===== src/rtl/fighter_motion_ctrl_if.sv =====
// Signal bundle between one fighter's motion engine and its neighbours:
// keycodes and hit information come in, sprite position and stock status go out.
interface fighter_motion_ctrl_if;
  logic [31:0] keycode;
  logic        hit;
  logic [12:0] launch_dist;
  logic [9:0]  pos_x;
  logic [9:0]  pos_y;
  logic [9:0]  spr_w;
  logic [9:0]  spr_h;
  logic        on_ground;
  logic        invuln;
  logic        death;
  logic [2:0]  lives;
  logic        game_over;

  modport master (output keycode, hit, launch_dist,
                  input  pos_x, pos_y, spr_w, spr_h, on_ground, invuln, death, lives, game_over);
  modport slave  (input  keycode, hit, launch_dist,
                  output pos_x, pos_y, spr_w, spr_h, on_ground, invuln, death, lives, game_over);
endinterface


===== src/rtl/fighter_motion_ctrl.sv =====
// Per-fighter motion engine, one step per video frame: walk, gravity, jumps,
// knockback, platform landing/drop-through and the stock/respawn sequence.
//   state       | meaning
//   S_ALIVE     | physics and input active, hits accepted
//   S_DEAD      | frozen at revive point for RESPAWN_FRAMES
//   S_INVULN    | physics active, hits ignored for INVULN_FRAMES
//   S_GAME_OVER | stocks exhausted, frozen until reset
module fighter_motion_ctrl #(
  parameter logic [7:0] KEY_LEFT  = 8'h50,
  parameter logic [7:0] KEY_RIGHT = 8'h4F,
  parameter logic [7:0] KEY_DOWN  = 8'h51,
  parameter logic [7:0] KEY_UP    = 8'h52,
  parameter int X_RESET = 150,
  parameter int Y_RESET = 230,
  parameter int X_REVIVE = 290,
  parameter int Y_REVIVE = 100,
  parameter int X_MIN = 0,
  parameter int X_MAX = 610,
  parameter int Y_MIN = 0,
  parameter int Y_MAX = 450,
  parameter int CENTER_X = 320,
  parameter int SPR_W = 60,
  parameter int SPR_H = 60,
  parameter int WALK_V = 3,
  parameter int JUMP_V = 8,
  parameter int MAX_FALL = 6,
  parameter int GRAV_DIV = 2,
  parameter int STAGE_L = 78,
  parameter int STAGE_R = 481,
  parameter int STAGE_TOP = 286,
  parameter int SOFT0_L = 126,
  parameter int SOFT0_R = 260,
  parameter int SOFT1_L = 310,
  parameter int SOFT1_R = 432,
  parameter int SOFT_TOP = 216,
  parameter int LAND_WIN = 8,
  parameter int STOCKS = 3,
  parameter int RESPAWN_FRAMES = 60,
  parameter int INVULN_FRAMES = 120
) (
  input  logic                 frame_clk,
  input  logic                 Reset_n,
  fighter_motion_ctrl_if.slave ctrl_if
);
  typedef enum logic [1:0] {S_ALIVE, S_DEAD, S_INVULN, S_GAME_OVER} state_t;

  localparam logic signed [7:0] WALK_S      = 8'(WALK_V);
  localparam logic signed [7:0] JUMP_S      = 8'(JUMP_V);
  localparam logic signed [7:0] MAX_FALL_S  = 8'(MAX_FALL);
  localparam logic [3:0]        GRAV_RELOAD = 4'(GRAV_DIV - 1);

  state_t            r_state, w_state_nxt;
  logic [9:0]        r_pos_x, r_pos_y, w_pos_x_nxt, w_pos_y_nxt;
  logic signed [7:0] r_vy, r_kb, w_vy_nxt, w_kb_nxt, w_step_x, w_kb_mag, w_kb_load;
  logic              r_jumps_left, w_jumps_left_nxt;
  logic              r_up_prev;
  logic [3:0]        r_grav_cnt, w_grav_cnt_nxt;
  logic [2:0]        r_lives, w_lives_nxt;
  logic [6:0]        r_timer, w_timer_nxt;
  logic              r_death, w_death_nxt;
  logic              r_on_ground, w_on_ground_nxt;
  logic [10:0]       w_px, w_feet, w_sum_x, w_sum_y;
  logic [9:0]        w_snap_y;
  logic              w_key_left, w_key_right, w_key_down, w_key_up, w_up_edge;
  logic              w_fall_ok, w_on_stage, w_soft_y, w_on_soft, w_drop, w_grounded, w_ko;
  logic              w_unused_bits;

  function automatic logic key_pressed(input logic [31:0] kc, input logic [7:0] k);
    return (kc[7:0] == k) || (kc[15:8] == k) || (kc[23:16] == k) || (kc[31:24] == k);
  endfunction

  assign w_key_left  = key_pressed(ctrl_if.keycode, KEY_LEFT);
  assign w_key_right = key_pressed(ctrl_if.keycode, KEY_RIGHT);
  assign w_key_down  = key_pressed(ctrl_if.keycode, KEY_DOWN);
  assign w_key_up    = key_pressed(ctrl_if.keycode, KEY_UP);
  assign w_up_edge   = w_key_up & ~r_up_prev;

  // Landing needs the feet inside a shallow window below the platform top while not rising.
  assign w_px       = {1'b0, r_pos_x};
  assign w_feet     = {1'b0, r_pos_y} + 11'(SPR_H);
  assign w_fall_ok  = ~r_vy[7];
  assign w_on_stage = w_fall_ok && (w_feet >= 11'(STAGE_TOP)) && (w_feet < 11'(STAGE_TOP + LAND_WIN))
                      && (w_px > 11'(STAGE_L)) && (w_px < 11'(STAGE_R - SPR_W));
  assign w_soft_y   = w_fall_ok && (w_feet >= 11'(SOFT_TOP)) && (w_feet < 11'(SOFT_TOP + LAND_WIN));
  assign w_on_soft  = w_soft_y && (((w_px > 11'(SOFT0_L)) && (w_px < 11'(SOFT0_R - SPR_W)))
                      || ((w_px > 11'(SOFT1_L)) && (w_px < 11'(SOFT1_R - SPR_W))));
  assign w_drop     = w_key_down && w_on_soft && !w_on_stage;
  assign w_grounded = (w_on_stage || w_on_soft) && !w_drop;
  assign w_snap_y   = w_on_stage ? 10'(STAGE_TOP - SPR_H) : 10'(SOFT_TOP - SPR_H);

  assign w_ko = (r_pos_x <= 10'(X_MIN)) || (r_pos_x >= 10'(X_MAX))
                || (r_pos_y <= 10'(Y_MIN)) || (r_pos_y >= 10'(Y_MAX));

  assign w_kb_mag  = {1'b0, ctrl_if.launch_dist[11:5]};
  assign w_kb_load = (r_pos_x >= 10'(CENTER_X)) ? w_kb_mag : -w_kb_mag;

  always_comb begin
    w_state_nxt      = r_state;
    w_pos_x_nxt      = r_pos_x;
    w_pos_y_nxt      = r_pos_y;
    w_vy_nxt         = r_vy;
    w_kb_nxt         = r_kb;
    w_jumps_left_nxt = r_jumps_left;
    w_grav_cnt_nxt   = r_grav_cnt;
    w_lives_nxt      = r_lives;
    w_timer_nxt      = r_timer;
    w_death_nxt      = 1'b0;
    w_on_ground_nxt  = 1'b0;
    w_step_x         = 8'sd0;
    w_sum_x          = 11'd0;
    w_sum_y          = 11'd0;
    unique case (r_state)
      S_ALIVE, S_INVULN: begin
        if (w_ko) begin
          w_death_nxt      = 1'b1;
          w_lives_nxt      = r_lives - 3'd1;
          w_pos_x_nxt      = 10'(X_REVIVE);
          w_pos_y_nxt      = 10'(Y_REVIVE);
          w_vy_nxt         = 8'sd0;
          w_kb_nxt         = 8'sd0;
          w_jumps_left_nxt = 1'b1;
          w_grav_cnt_nxt   = GRAV_RELOAD;
          w_timer_nxt      = 7'(RESPAWN_FRAMES - 1);
          w_state_nxt      = (r_lives == 3'd1) ? S_GAME_OVER : S_DEAD;
        end else begin
          if (w_grounded) begin
            w_vy_nxt         = 8'sd0;
            w_grav_cnt_nxt   = GRAV_RELOAD;
            w_jumps_left_nxt = 1'b1;
            w_on_ground_nxt  = !w_up_edge;
          end else if (w_drop) begin
            w_vy_nxt       = 8'sd1;
            w_grav_cnt_nxt = GRAV_RELOAD;
          end else if (r_grav_cnt == 4'd0) begin
            w_vy_nxt       = (r_vy >= MAX_FALL_S) ? MAX_FALL_S : r_vy + 8'sd1;
            w_grav_cnt_nxt = GRAV_RELOAD;
          end else begin
            w_grav_cnt_nxt = r_grav_cnt - 4'd1;
          end
          if (w_up_edge && (w_grounded || r_jumps_left)) begin
            w_vy_nxt       = -JUMP_S;
            w_grav_cnt_nxt = GRAV_RELOAD;
            if (!w_grounded) w_jumps_left_nxt = 1'b0;
          end
          if (r_kb != 8'sd0)    w_step_x = r_kb;
          else if (w_key_left)  w_step_x = -WALK_S;
          else if (w_key_right) w_step_x = WALK_S;
          if (ctrl_if.hit && (r_state == S_ALIVE)) w_kb_nxt = w_kb_load;
          else if (r_kb > 8'sd0)                   w_kb_nxt = r_kb - 8'sd1;
          else if (r_kb < 8'sd0)                   w_kb_nxt = r_kb + 8'sd1;
          w_sum_x     = {1'b0, r_pos_x} + {{3{w_step_x[7]}}, w_step_x};
          w_sum_y     = {1'b0, (w_grounded ? w_snap_y : r_pos_y)} + {{3{w_vy_nxt[7]}}, w_vy_nxt};
          w_pos_x_nxt = w_sum_x[9:0];
          w_pos_y_nxt = w_sum_y[9:0];
          if (r_state == S_INVULN) begin
            if (r_timer == 7'd0) w_state_nxt = S_ALIVE;
            else                 w_timer_nxt = r_timer - 7'd1;
          end
        end
      end
      S_DEAD: begin
        if (r_timer == 7'd0) begin
          w_state_nxt = S_INVULN;
          w_timer_nxt = 7'(INVULN_FRAMES - 1);
        end else begin
          w_timer_nxt = r_timer - 7'd1;
        end
      end
      default: ;
    endcase
  end

  always_ff @(posedge frame_clk or negedge Reset_n) begin
    if (!Reset_n) begin
      r_state      <= S_ALIVE;
      r_pos_x      <= 10'(X_RESET);
      r_pos_y      <= 10'(Y_RESET);
      r_vy         <= 8'sd0;
      r_kb         <= 8'sd0;
      r_jumps_left <= 1'b1;
      r_up_prev    <= 1'b0;
      r_grav_cnt   <= GRAV_RELOAD;
      r_lives      <= 3'(STOCKS);
      r_timer      <= 7'd0;
      r_death      <= 1'b0;
      r_on_ground  <= 1'b0;
    end else begin
      r_state      <= w_state_nxt;
      r_pos_x      <= w_pos_x_nxt;
      r_pos_y      <= w_pos_y_nxt;
      r_vy         <= w_vy_nxt;
      r_kb         <= w_kb_nxt;
      r_jumps_left <= w_jumps_left_nxt;
      r_up_prev    <= w_key_up;
      r_grav_cnt   <= w_grav_cnt_nxt;
      r_lives      <= w_lives_nxt;
      r_timer      <= w_timer_nxt;
      r_death      <= w_death_nxt;
      r_on_ground  <= w_on_ground_nxt;
    end
  end

  assign ctrl_if.pos_x     = r_pos_x;
  assign ctrl_if.pos_y     = r_pos_y;
  assign ctrl_if.spr_w     = 10'(SPR_W);
  assign ctrl_if.spr_h     = 10'(SPR_H);
  assign ctrl_if.on_ground = r_on_ground;
  assign ctrl_if.invuln    = (r_state == S_INVULN);
  assign ctrl_if.death     = r_death;
  assign ctrl_if.lives     = r_lives;
  assign ctrl_if.game_over = (r_state == S_GAME_OVER);

  assign w_unused_bits = &{1'b0, ctrl_if.launch_dist[12], ctrl_if.launch_dist[4:0], w_sum_x[10], w_sum_y[10]};
endmodule

===== src/flat_wrapper.sv =====
// flat-port wrapper written by rule: the top's interface ports become plain ports
module fighter_motion_ctrl_flat 
#(
  parameter logic [7:0] KEY_LEFT  = 8'h50,
  parameter logic [7:0] KEY_RIGHT = 8'h4F,
  parameter logic [7:0] KEY_DOWN  = 8'h51,
  parameter logic [7:0] KEY_UP    = 8'h52,
  parameter int X_RESET = 150,
  parameter int Y_RESET = 230,
  parameter int X_REVIVE = 290,
  parameter int Y_REVIVE = 100,
  parameter int X_MIN = 0,
  parameter int X_MAX = 610,
  parameter int Y_MIN = 0,
  parameter int Y_MAX = 450,
  parameter int CENTER_X = 320,
  parameter int SPR_W = 60,
  parameter int SPR_H = 60,
  parameter int WALK_V = 3,
  parameter int JUMP_V = 8,
  parameter int MAX_FALL = 6,
  parameter int GRAV_DIV = 2,
  parameter int STAGE_L = 78,
  parameter int STAGE_R = 481,
  parameter int STAGE_TOP = 286,
  parameter int SOFT0_L = 126,
  parameter int SOFT0_R = 260,
  parameter int SOFT1_L = 310,
  parameter int SOFT1_R = 432,
  parameter int SOFT_TOP = 216,
  parameter int LAND_WIN = 8,
  parameter int STOCKS = 3,
  parameter int RESPAWN_FRAMES = 60,
  parameter int INVULN_FRAMES = 120
)
  (frame_clk, Reset_n, ctrl_if_keycode, ctrl_if_hit, ctrl_if_launch_dist, ctrl_if_pos_x, ctrl_if_pos_y, ctrl_if_spr_w, ctrl_if_spr_h, ctrl_if_on_ground, ctrl_if_invuln, ctrl_if_death, ctrl_if_lives, ctrl_if_game_over);
  fighter_motion_ctrl_if ctrl_if_i ();
  input  logic frame_clk;
  input  logic Reset_n;
  input wire logic [$bits(ctrl_if_i.keycode)-1:0] ctrl_if_keycode;
  input wire logic [$bits(ctrl_if_i.hit)-1:0] ctrl_if_hit;
  input wire logic [$bits(ctrl_if_i.launch_dist)-1:0] ctrl_if_launch_dist;
  output wire logic [$bits(ctrl_if_i.pos_x)-1:0] ctrl_if_pos_x;
  output wire logic [$bits(ctrl_if_i.pos_y)-1:0] ctrl_if_pos_y;
  output wire logic [$bits(ctrl_if_i.spr_w)-1:0] ctrl_if_spr_w;
  output wire logic [$bits(ctrl_if_i.spr_h)-1:0] ctrl_if_spr_h;
  output wire logic [$bits(ctrl_if_i.on_ground)-1:0] ctrl_if_on_ground;
  output wire logic [$bits(ctrl_if_i.invuln)-1:0] ctrl_if_invuln;
  output wire logic [$bits(ctrl_if_i.death)-1:0] ctrl_if_death;
  output wire logic [$bits(ctrl_if_i.lives)-1:0] ctrl_if_lives;
  output wire logic [$bits(ctrl_if_i.game_over)-1:0] ctrl_if_game_over;
  assign ctrl_if_i.keycode = ctrl_if_keycode;
  assign ctrl_if_i.hit = ctrl_if_hit;
  assign ctrl_if_i.launch_dist = ctrl_if_launch_dist;
  assign ctrl_if_pos_x = ctrl_if_i.pos_x;
  assign ctrl_if_pos_y = ctrl_if_i.pos_y;
  assign ctrl_if_spr_w = ctrl_if_i.spr_w;
  assign ctrl_if_spr_h = ctrl_if_i.spr_h;
  assign ctrl_if_on_ground = ctrl_if_i.on_ground;
  assign ctrl_if_invuln = ctrl_if_i.invuln;
  assign ctrl_if_death = ctrl_if_i.death;
  assign ctrl_if_lives = ctrl_if_i.lives;
  assign ctrl_if_game_over = ctrl_if_i.game_over;
  fighter_motion_ctrl #(.KEY_LEFT(KEY_LEFT), .KEY_RIGHT(KEY_RIGHT), .KEY_DOWN(KEY_DOWN), .KEY_UP(KEY_UP), .X_RESET(X_RESET), .Y_RESET(Y_RESET), .X_REVIVE(X_REVIVE), .Y_REVIVE(Y_REVIVE), .X_MIN(X_MIN), .X_MAX(X_MAX), .Y_MIN(Y_MIN), .Y_MAX(Y_MAX), .CENTER_X(CENTER_X), .SPR_W(SPR_W), .SPR_H(SPR_H), .WALK_V(WALK_V), .JUMP_V(JUMP_V), .MAX_FALL(MAX_FALL), .GRAV_DIV(GRAV_DIV), .STAGE_L(STAGE_L), .STAGE_R(STAGE_R), .STAGE_TOP(STAGE_TOP), .SOFT0_L(SOFT0_L), .SOFT0_R(SOFT0_R), .SOFT1_L(SOFT1_L), .SOFT1_R(SOFT1_R), .SOFT_TOP(SOFT_TOP), .LAND_WIN(LAND_WIN), .STOCKS(STOCKS), .RESPAWN_FRAMES(RESPAWN_FRAMES), .INVULN_FRAMES(INVULN_FRAMES)) u_core (.frame_clk(frame_clk), .Reset_n(Reset_n), .ctrl_if(ctrl_if_i));
endmodule

===== config.mk =====
export PLATFORM = sky130hd
export DESIGN_NAME = fighter_motion_ctrl_flat
export DESIGN_NICKNAME = d
export VERILOG_FILES = /design/src/rtl/fighter_motion_ctrl_if.sv /design/src/rtl/fighter_motion_ctrl.sv /design/src/flat_wrapper.sv
export SDC_FILE = /design/constraint.sdc
export NUM_CORES = 1
export LEC_CHECK = 0
export CAP_MARGIN = 25
export CORE_ASPECT_RATIO = 1.75
export CORE_MARGIN = 2
export CORE_UTILIZATION = 54
export DETAILED_ROUTE_END_ITERATION = 10
export GPL_TIMING_DRIVEN = 0
export PLACE_DENSITY = 0.89
export SLEW_MARGIN = 20
export SYNTH_ARGS = -nofsm -noshare
export SYNTH_HDL_FRONTEND = slang
export SYNTH_SLANG_ARGS = --single-unit
export TNS_END_PERCENT = 100

===== constraint.sdc =====
create_clock -name frame_clk -period 6.8 [get_ports frame_clk]
set_clock_uncertainty 0.2 [all_clocks]
set_input_delay 1.36 -clock frame_clk [delete_from_list [all_inputs] [get_ports frame_clk]]
set_output_delay 1.36 -clock frame_clk [all_outputs]
set_load 0.005 [all_outputs]

# Word level (Yosys, flattened, before mapping)
# Cells that the tools add are included.
[classes] n_addsub=10 n_lt_le_gt_ge=18 n_eq_ne=24 muxes=47 bitwise=3 n_reduce_logical=46
[ops] op="$mux W8" n=17
[ops] op="$eq A8 B7 Y1 const B" n=16
[ops] op="$mux W7" n=5
[ops] op="$mux W10" n=3
[ops] op="$add A10 B10 Y10" n=2
[ops] op="$ge A10 B9 Y1 const B" n=2
[ops] op="$gt A10 B7 Y1 const B" n=2
[ops] op="$le A10 B1 Y1 const B" n=2
[ops] op="$lt A10 B9 Y1 const B" n=2
[ops] op="$mux W4" n=5
[ops] op="$logic_or A1 B1 Y1" n=18
[ops] op="$add A8 B2 Y8 const B" n=2
[ops] op="$logic_and A1 B1 Y1" n=14
[ops] op="$pmux W7 S2" n=1
[ops] op="$mux W2" n=6
[ops] op="$add A10 B6 Y11 const B" n=1
[ops] op="$ge A11 B8 Y1 const B" n=1
[ops] op="$ge A11 B9 Y1 const B" n=1
[ops] op="$lt A11 B8 Y1 const B" n=1
[ops] op="$lt A11 B9 Y1 const B" n=1
[ops] op="$ge A10 B10 Y1 const B" n=1
[ops] op="$gt A10 B9 Y1 const B" n=1
[ops] op="$lt A10 B8 Y1 const B" n=1
[ops] op="$mux W1" n=9
[ops] op="28 further kinds" n=34
[totals] reg_bits=56 inputBits=48 out_inout_bits=47 wordCells=160

# Longest topological paths before layout
[logic_depth] depth_word=17 mapped_depth=19 depth_no_buf=18

# Least setup slack after synthesis
# No wires, ideal clock.
[synth_timing] path_kind="input port to flip-flop" startpoint="in ctrl_if_keycode[0]" endpoint="reg u_core.r_pos_y[8] (netlist: u_core.ctrl_if.pos_y[8])" setup_ns=0.095 arrival_ns=5.173 required_time_ns=6.505 slack_ns=1.332 path_stages=14 n_path_buf=1 cell_sequence="or4b_2 -> or4b_2 -> a31o_2 -> clkbuf_1 -> o21ai_0 -> nor2_1 -> fa_1 -> a21o_1 -> a21oi_1 -> nor2b_1 -> o21a_1 -> o41a_1 -> xnor2_1 -> o31ai_1"
[synth_via] elab_chain_len=15
[synth_rtl] item="start: declaration" line_no="flat_wrapper.sv:40" text="input wire logic [$bits(ctrl_if_i.keycode)-1:0] ctrl_if_keycode;"
[synth_rtl] item="$eq A8 B7 Y1" line_no="fighter_motion_ctrl.sv:69" text="return (kc[7:0] == k) || (kc[15:8] == k) || (kc[23:16] == k) || (kc[31:24] == k);"
[synth_rtl] item="$logic_or A1 B1 Y1 (3 in a row)" line_no="fighter_motion_ctrl.sv:69"
[synth_rtl] item="$logic_and A1 B1 Y1 (2 in a row)" line_no="fighter_motion_ctrl.sv:87" text="assign w_drop = w_key_down && w_on_soft && !w_on_stage;"
[synth_rtl] item="$logic_not A1 Y1" line_no="fighter_motion_ctrl.sv:88" text="assign w_grounded = (w_on_stage || w_on_soft) && !w_drop;"
[synth_rtl] item="$logic_and A1 B1 Y1" line_no="fighter_motion_ctrl.sv:88"
[synth_rtl] item="$logic_or A1 B1 Y1" line_no="fighter_motion_ctrl.sv:140" text="if (w_up_edge && (w_grounded || r_jumps_left)) begin"
[synth_rtl] item="$logic_and A1 B1 Y1" line_no="fighter_motion_ctrl.sv:140"
[synth_rtl] item="$mux W8" line_no="fighter_motion_ctrl.sv:140"
[synth_rtl] item="$mux W8" line_no="fighter_motion_ctrl.sv:114" text="if (w_ko) begin"
[synth_rtl] item="$mux W8" line_no="fighter_motion_ctrl.sv:112" text="unique case (r_state)"
[synth_rtl] item="$add A10 B10 Y10 (*)" line_no="fighter_motion_ctrl.sv:152" text="w_sum_y = {1'b0, (w_grounded ? w_snap_y : r_pos_y)} + {{3{w_vy_nxt[7]}}, w_vy_nxt};"
[synth_rtl] item="$mux W10 (*)" line_no="fighter_motion_ctrl.sv:114"
[synth_rtl] item="end signal: assignment" line_no="fighter_motion_ctrl.sv:177" text="r_pos_y <= 10'(Y_RESET);"
[synth_rtl] item="end signal: assignment" line_no="fighter_motion_ctrl.sv:190" text="r_pos_y <= w_pos_y_nxt;"
[synth_rtl] item="end: declaration" line_no="fighter_motion_ctrl.sv:53" text="logic [9:0] r_pos_x, r_pos_y, w_pos_x_nxt, w_pos_y_nxt;"
# Every way passes the cells marked *; elsewhere a longest branch is shown, timed or not. The select of a mux whose other input is x is not followed.
# A chain may end at the register's enable or synchronous reset.

# Worst setup path in the final report
[layout_timing] startpoint="in ctrl_if_keycode[0]" endpoint="reg u_core.r_pos_y[9] (netlist: u_core.ctrl_if.pos_y[9])"
# The elaborated chain is that of the path after synthesis.

==> flow_summary.yaml <==
status:
  status: "complete, no violations"
power:
  internal-power_w: 0.000508
  pwr-share-clk: 0.405
  p_switching_w: 0.000162
  combPwrFrac: 0.098
  p_seq_frac: 0.497
  power_density_nw_per_um2: 108
  p_sw_frac: 0.242
  p_leak_nw: 2.62
  p_total_w: 0.000670
  peakVddDrop_uv: 139
synthesis:
  synth_warnings: 0
  ys_types: 80
  synth_seq_cells: 56
  async_reset_ff_frac: 1.00
  muxShareOfSynthArea: 0.0122
  synthAdderAreaFrac: 0.0896
  synthMostInstantiatedCell: "nand2_1"
  yosys.area.top_type: "dfrtp_1"
  synth_top_family_by_area: "simple AND/OR/NAND/NOR gates"
  synth_area_um2: 5140
  yosys.area_share.simple: 0.260
  synth_top_area_share: 0.209
  synth_edf_count: 0
  syn_inst: 631
  synth_compound_area_frac: 0.239
  synth_area_leaders: "dfrtp_1 21%, ha_1 7.8%, dfstp_2 6.6%, nand2_1 4.2%, o21ai_0 4.2%"
  yosys_most_used_dff: "dfrtp_1"
  syn_area_per_cell_um2: 8.14
  ys_seq_area_frac: 0.276
  ys_top_cells_by_count: "58 x nand2_1, 55 x nor2_1, 43 x dfrtp_1, 43 x o21ai_0, 35 x a21oi_1"
  synth_xor_area_frac: 0.0528
layout:
  antenna_cells: 0
  nNetsFinal: 808
  drive_gt1_frac: 0.0937
  area_growth_pct: 20.6
  post-route-util: 0.662
run:
  drv_cap: 0
grt:
  globalRouteOverflowTotal: 0
  grt_max_degree: 57
  antenna_found_initial: 0
  grtUsageTotal: 0.284
  grt_pass1_vias: 5156
  grt_pass1_wl_um: 24000
timing:
  max_freq_mhz: 161
  period_needed_ns: 6.22
  relSlewSlack: 0.346
  hold_viol_final: 0
  drv_slew: 0
  finalSetupTns_ns: 0
  fin_crit_sh: 0.915
  setup_viol: 0
  worst_slew_pin_slew_ns: 0.969
  rsz0062_at_grt: "false"
drt:
  wl_um: 15000
  num_vias: 5363
  first_iter_violations: 359
  drtAntennaViolNets: 0
  avgRoutedWirePerCell_um: 17.6
  drc_errors: 0
  first_pass_iters: 7
  vias_per_cell: 6.32
clock_network:
  clock-sinks: 56
  cts_tree: "yes"
  clk_pin_slew_worst_paths_ns: 0.08
  root_buffer: "clkbuf_16"
  cts_max_level: 2
  clockBufferDepth: 2
  holdBufCountCts: 0
  ctsResizeCount: 0
  cts_setup_buffers: 0
  numCtsBuffers: 5
  clock_latency_ns: 0.31
place:
  dp_hpwl_um: 11200
  numPortBuffers: 68
  gp_congestion: 0.974
die:
  start_util: 0.549
  pin_count: 95
  design.die.area_um2: 10300
  die_x_um: 77.7
  core-area_um2: 9350
  fp-row-count: 47
  dieHeight_um: 133
worst_setup_path:
  critPathLaunchType: "input pin"
  critPathRequiredTime_ns: 6.77
  critPathMaxFanout: 10
  crit_type: "in -> reg"
  critPathArrivalTime_ns: 6.20
  end_kind: "flip-flop"
hold_path:
  hold_path_class: "reg -> reg"
==> metrics by stage <==
| stage | hold slack, ns | std cells | setup WS, ns | instance area [µm²] |
|---|---|---|---|---|
| floorplan | 0.274 | 649 | 1.33 | 5200 |
| global placement | 0.279 | 839 | 0.450 | 6040 |
| detailed placement | 0.281 | 840 | 0.400 | 6050 |
| CTS | 0.299 | 848 | 0.717 | 6190 |
| global route | 0.333 | 848 | 0.338 | 6190 |
| finish | 0.292 | 848 | 0.575 | 6190 |
==> routing by layer <==
metal,track usage,vias to the layer above,part of all wire
li1,-,2502,-
met1,0.318,2573,0.37
met2,0.521,243,0.53
met3,0.0321,45,0.059
met4,0.140,0,0.040
met5,0,-,0
==> path summary, 6_finish.rpt <==
| check | cells past startpoint | end | start | slack (ns) |
|---|---|---|---|---|
| max | 15 | u_core.ctrl_if.pos_y[9] | ctrl_if_keycode[0] | 0.58 |
| min | 1 | u_core.ctrl_if.lives[2] | u_core.ctrl_if.lives[2] | 0.29 |
| max reg2reg | 17 | u_core.ctrl_if.pos_y[9] | u_core.ctrl_if.pos_y[2] | 1.02 |
| min reg2reg | 1 | u_core.ctrl_if.lives[2] | u_core.ctrl_if.lives[2] | 0.29 |
| max in group asynchronous | 1 | u_core.r_timer[3] | Reset_n | 5.00 |
| min in group asynchronous | 1 | u_core.ctrl_if.pos_y[0] | Reset_n | 0.89 |
==> power by group through the flow <==
stage               clock [W]  sequential (W)  combinational (W)
floorplan                   0        0.000340          0.0000258
global placement            0        0.000340          0.0000629
detailed placement          0        0.000340          0.0000646
CTS                  0.000272        0.000333          0.0000650
global route         0.000285        0.000333          0.0000711
finish               0.000271        0.000333          0.0000655
==> layout make-up <==
| cell class | instances | area [µm²] |
|---|---|---|
| sequential | 56 | 1420 |
| inverter | 27 | 101 |
| timing repair buffer | 69 | 688 |
| clock inverter | 3 | 21.3 |
| clock buffer | 5 | 125 |
| buffer | 45 | 254 |
| tap | 122 | 153 |
| fill | 781 | 3160 |
| multi-input combinational | 521 | 3430 |
==> logic make-up after synthesis <==
kind of cell               after synthesis
muxes                                    6
xor gates and xnor gates                31
DFF                                     56
AOI/OAI and AO/OA                      180
other                                    2
adders and majority gates               35
and+or+nand+nor                        249
buffers and inverters                   72
==> registers in the layout, summed over array words and instances (netlist names) <==
register,cells
u_core.ctrl_if.death,1
u_core.ctrl_if.lives,3
u_core.ctrl_if.on_ground,1
u_core.ctrl_if.pos_x,10
u_core.ctrl_if.pos_y,10
u_core.r_grav_cnt,4
u_core.r_jumps_left,1
u_core.r_kb,8
u_core.r_state,2
u_core.r_timer,7
u_core.r_up_prev,1
u_core.r_vy,8
==> worst max-delay path: stages <==
cell and delay, ns:
clkdlybuf4s50_1 0.41, or4b_2 0.70, or4b_2 0.68, a31o_2 0.26, clkbuf_1 0.23, o21ai_0 0.47
nor2_1 0.17, ha_1 0.32, a21oi_1 0.18, o211ai_1 0.16, o41ai_1 0.47, o21ai_0 0.34
nand4_1 0.18, o21bai_1 0.14, o311ai_1 0.12
==> layout by cell type (no fill, tap or decap), types with 5 or more instances in the layout <==
| master | count |
|---|---|
| xor2_1 | 16 |
| clkdlybuf4s50_1 | 67 |
| o21ai_0 | 43 |
| and3_1 | 6 |
| buf_4 | 21 |
| nand3_1 | 15 |
| nor3_1 | 26 |
| nor4b_1 | 7 |
| a21oi_1 | 35 |
| o21a_1 | 6 |
| clkbuf_1 | 22 |
| dfrtp_1 | 43 |
| o31ai_1 | 11 |
| dfstp_2 | 13 |
| a21o_1 | 8 |
| nand4_1 | 6 |
| or4_1 | 5 |
| nor2_1 | 55 |
| nor2b_1 | 7 |
| o21bai_1 | 5 |
| o22ai_1 | 11 |
| nand2_1 | 58 |
| or3_1 | 6 |
| ha_1 | 32 |
| nand2b_1 | 8 |
| clkbuf_16 | 5 |
| xnor2_1 | 15 |
| nor4_1 | 14 |
| conb_1 | 20 |
| a22o_1 | 7 |
| inv_1 | 26 |
| o211ai_1 | 9 |
Note: power is estimated with default switching activity, not from simulation.
